[src/rtl/edge_event_waiter.sv]
// Edge-event stage: synchronizes sig_in, emits rise/fall pulses, and runs a "wait for N edges" start/done service.
// Optional watchdog on the wait is enabled by defining EDGE_WAIT_TIMEOUT_EN.
module edge_event_waiter #(
  parameter int CNT_W          = 8,
  parameter int SYNC_STAGES    = 2,
  parameter int TIMEOUT_CYCLES = 1000
) (
  input  logic             clk,
  input  logic             rst,
  input  logic             sig_in,
  input  logic             start,
  input  logic [1:0]       mode,
  input  logic [CNT_W-1:0] count,
  output logic             busy,
  output logic             done,
  output logic             rise_pulse,
  output logic             fall_pulse,
  output logic             level,
  output logic [CNT_W-1:0] edges_seen,
  output logic             timeout
);

  typedef enum logic [1:0] {IDLE, WAIT, DONE} state_t;

  if (SYNC_STAGES < 2 || SYNC_STAGES > 4 || TIMEOUT_CYCLES < 1) begin : g_bad_param
    $error("edge_event_waiter: SYNC_STAGES must be 2..4 and TIMEOUT_CYCLES >= 1");
  end

  state_t           state;
  state_t           state_next;
  logic [SYNC_STAGES-1:0] sync;
  logic             prev;
  logic [1:0]       mode_q;
  logic [CNT_W-1:0] count_q;
  logic             qual;
  logic             hit;
  logic             complete;
  logic             expire;

  always_ff @(posedge clk or posedge rst) begin
    if (rst) begin
      sync <= '0;
      prev <= 1'b0;
    end else begin
      sync <= {sync[SYNC_STAGES-2:0], sig_in};
      prev <= sync[SYNC_STAGES-1];
    end
  end

  assign level      = sync[SYNC_STAGES-1];
  assign rise_pulse = level & ~prev;
  assign fall_pulse = ~level & prev;

  always_comb begin
    qual = rise_pulse | fall_pulse;
    case (mode_q)
      2'b01:   qual = rise_pulse;
      2'b10:   qual = fall_pulse;
      default: qual = rise_pulse | fall_pulse;
    endcase
  end

  // edges_seen stays below count_q while waiting, so the +1 compare cannot wrap
  assign hit      = (state == WAIT) && qual;
  assign complete = hit && ((edges_seen + CNT_W'(1)) == count_q);

`ifdef EDGE_WAIT_TIMEOUT_EN
  localparam int TW = $clog2(TIMEOUT_CYCLES + 1);
  logic [TW-1:0] wait_cycles;

  assign expire = (state == WAIT) && (wait_cycles == TW'(TIMEOUT_CYCLES - 1));

  always_ff @(posedge clk or posedge rst) begin
    if (rst) begin
      wait_cycles <= '0;
      timeout     <= 1'b0;
    end else begin
      timeout <= expire && !complete;
      if (state == WAIT)
        wait_cycles <= wait_cycles + TW'(1);
      else
        wait_cycles <= '0;
    end
  end
`else
  assign expire  = 1'b0;
  assign timeout = 1'b0;
`endif

  always_ff @(posedge clk or posedge rst) begin
    if (rst)
      state <= IDLE;
    else
      state <= state_next;
  end

  always_comb begin
    state_next = state;
    case (state)
      IDLE: begin
        if (start)
          state_next = (count == '0) ? DONE : WAIT;
      end
      WAIT: begin
        if (complete)
          state_next = DONE;
        else if (expire)
          state_next = IDLE;
      end
      DONE:    state_next = IDLE;
      default: state_next = IDLE;
    endcase
  end

  // A pulse in the acceptance cycle is deliberately dropped: only hits seen in WAIT count
  always_ff @(posedge clk or posedge rst) begin
    if (rst) begin
      mode_q     <= 2'b00;
      count_q    <= '0;
      edges_seen <= '0;
    end else if ((state == IDLE) && start) begin
      mode_q     <= mode;
      count_q    <= count;
      edges_seen <= '0;
    end else if (hit) begin
      edges_seen <= edges_seen + CNT_W'(1);
    end
  end

  assign busy = (state != IDLE);
  assign done = (state == DONE);

endmodule
[config.mk]
export PLATFORM = sky130hd
export DESIGN_NAME = edge_event_waiter
export DESIGN_NICKNAME = d
export VERILOG_FILES = /design/src/rtl/edge_event_waiter.sv
export SDC_FILE = /design/constraint.sdc
export NUM_CORES = 1
export LEC_CHECK = 0
export BUFFER_PORTS_ARGS = -buffer_cell sky130_fd_sc_hd__buf_2
export CAP_MARGIN = 20
export CORE_ASPECT_RATIO = 0.75
export CORE_MARGIN = 8
export CORE_UTILIZATION = 50
export DETAILED_ROUTE_END_ITERATION = 8
export GPL_ROUTABILITY_DRIVEN = 0
export PLACE_DENSITY = 0.75
export REMOVE_ABC_BUFFERS = 1
export SETUP_SLACK_MARGIN = 0.15
export SLEW_MARGIN = 15
export SYNTH_ARGS = -nofsm -noshare
export SYNTH_HDL_FRONTEND = slang
export SYNTH_SLANG_ARGS = --single-unit
[constraint.sdc]
create_clock -name clk -period 2.9 [get_ports clk]
set_clock_uncertainty 0.2 [all_clocks]
set_input_delay 0.58 -clock clk [delete_from_list [all_inputs] [get_ports clk]]
set_output_delay 0.58 -clock clk [all_outputs]
set_load 0.05 [all_outputs]
==> impl_metrics.json <==
{
  "status": "completed",
  "final-setup-viol-count": 0,
  "antenna_found_initial": 0,
  "fin_setup_tns_ns": 0,
  "die_width_um": 74.5,
  "coreArea_um2": 2520,
  "n_antenna_cell": 0,
  "drt_wl_total_um": 3060,
  "gr-total-overflow": 0,
  "grt_pass1_vias": 1043,
  "hpwlAfterDp_um": 2350,
  "synth_flop_cell": "dfrtp_1",
  "drv_slew": 0,
  "synth_top_cells_by_area": "dfrtp_1 (45%), nand2_1 (9.1%), xnor2_1 (5.5%)",
  "area_growth_pct": 13.5,
  "hold_depth": 1,
  "vdd_drop_max_mv": 0.586,
  "fp.dieH_um": 59.9,
  "finalHoldViolCount": 0,
  "synth.most_common_cell": "nand2_1",
  "numCtsBuffers": 3,
  "slew-limit-headroom": 0.426,
  "total_power_mw": 1.34,
  "fin_crit_ns": 2.48,
  "critPathMaxFanout": 16,
  "fin_util": 0.578,
  "layout.cells.non_filler": 202,
  "vias_per_cell": 5.25,
  "synth_common_cells": "nand2_1 (31), dfrtp_1 (23), o21ai_0 (12)",
  "fillers": 244,
  "start_kind": "flip-flop",
  "clk_path_buf_depth": 2,
  "post-cts-setup-buffers": 0,
  "synth_top_area_share": 0.448,
  "reg2reg_depth": 7,
  "ys_seq_area_frac": 0.448,
  "track_usage": 0.147,
  "clock-sinks": 23,
  "postRouteAntennaNets": 0,
  "port_buffers": 26,
  "grt_pass1_wl_um": 4900,
  "placed_cells": 198,
  "cts-resized-gates": 0,
  "path_class": "flip-flop to flip-flop",
  "holdBufCountCts": 0,
  "wl_per_cell_um": 15.1,
  "layout-drive-gt1-share": 0.205,
  "hold_class": "input pin to flip-flop",
  "drtIter0Drc": 52,
  "cap_violations": 0,
  "io_pins": 28,
  "p_leak_nw": 0.708,
  "worst_pin_slew_ns": 0.860,
  "post-route-period-util": 0.855,
  "drt_first_pass_iters": 4,
  "critPathRequiredTime_ns": 2.93,
  "grt_max_degree": 24,
  "synth_edf_count": 0,
  "dp_slack_ns": 0.497,
  "ys_seq_elements": 23,
  "arrival_ns": 2.51,
  "synth_cell_types": 35,
  "die_area_um2": 4460,
  "synth_warnings": 0,
  "synthArstFlopShare": 1.00,
  "syn_inst": 142,
  "setup_ws_ns": 0.421,
  "syn_area_um2": 1280,
  "num_vias": 1061,
  "cellPowerDensity_nw_per_um2": 919,
  "start_util": 0.509,
  "num_rows": 16,
  "clk_latency_ns": 0.32,
  "drc": 0,
  "critPathCaptureType": "flip-flop",
  "nNetsFinal": 186,
  "fmax_ghz": 0.403,
  "path_clk_slew_ns": 0.13,
  "post_synth.cell_area_avg_um2": 9.04,
  "yosysTopAreaCell": "dfrtp_1",
  "rsz0062_at_grt": "false",
  "htreeDepth": 1,
  "cts_root_buffer": "clkbuf_4",
  "cts_tree": "built"
}
-- sequential cells by signal, indices dropped and copies added (netlist names) --
register	cells
edges_seen	8
sync	2
prev	1
mode_q	2
state	2
count_q	8
-- cell families (layout without fill, tap and decap cells) --
| family | after synthesis | after routing | share of synthesized area |
|---|---|---|---|
| xor gates and xnor gates | 12 | 12 | 0.0819 |
| AOI/OAI and AO/OA | 27 | 27 | 0.142 |
| DFF | 23 | 23 | 0.448 |
| buffers and inverters | 15 | 39 | 0.0487 |
| adders and majority gates | 5 | 5 | 0.0487 |
| other | 1 | 1 | 0.00292 |
| and+or+nand+nor | 59 | 59 | 0.227 |
-- routing by layer --
layer / vias up / GRT usage / wire (µm)
met4: 0 / 0.0611 / 46
met3: 4 / 0.0486 / 129
met5: - / 0 / 0
li1: 530 / - / -
met2: 20 / 0.230 / 1490
met1: 507 / 0.180 / 1390
-- area by class of cell --
class	instances	area (µm²)	share of cell area
clock inverter	1	5.00	0.00343
tap	36	45.0	0.0309
sequential	23	576	0.395
timing repair buffer	26	130	0.0893
multi-input combinational	104	646	0.443
inverter	9	33.8	0.0232
clock buffer	3	22.5	0.0155
-- worst paths after layout --
path	startpoint	end	slack (ns)
hold / removal	sig_in	sync[0]$_DFF_PP0_	0.15
hold reg to reg	sync[0]$_DFF_PP0_	sync[1]$_DFF_PP0_	0.16
setup / recovery	mode_q[0]$_DFFE_PP0P_	edges_seen[3]$_DFFE_PP0P_	0.42
setup reg to reg	mode_q[0]$_DFFE_PP0P_	edges_seen[3]$_DFFE_PP0P_	0.42
max in group asynchronous	rst	edges_seen[4]$_DFFE_PP0P_	1.76
min in group asynchronous	rst	mode_q[0]$_DFFE_PP0P_	0.21
-- metrics by stage --
stage,hold slack [ns],cell area [µm²]
6_report,0.152,1460
5_1_grt,0.128,1460
4_1_cts,0.147,1460
3_5_place_dp,0.136,1430
3_3_place_gp,0.132,1430
2_1_floorplan,0.131,1250
-- critical path, stage by stage, from the launching register on --
cell and delay [ns]:
dfrtp_1 0.38, inv_1 0.07, ha_1 0.33, a221oi_1 0.32
a2111o_1 0.46, and2_0 0.37, o21ai_0 0.15, o31ai_1 0.10
-- power by group --
part | total (mW) | internal [mW] | switching [mW]
sequential | 0.524 | 0.414 | 0.110
clock | 0.154 | 0.0518 | 0.102
combinational | 0.661 | 0.240 | 0.422
-- cells in the final DEF (no fill, tap or decap), types with 2 or more instances in the layout --
cell,Yosys,final
nand4_1,2,2
dfrtp_1,23,23
inv_1,9,9
nand3_1,5,5
nand2_1,31,31
a21oi_1,3,3
ha_1,5,5
o31ai_1,4,4
xor2_1,4,4
buf_2,0,26
xnor2_1,8,8
nor2_1,7,7
nor2b_1,3,3
clkbuf_4,0,3
o21ai_0,12,12
nor4_1,2,2
Note: power is estimated with default switching activity, not from simulation.
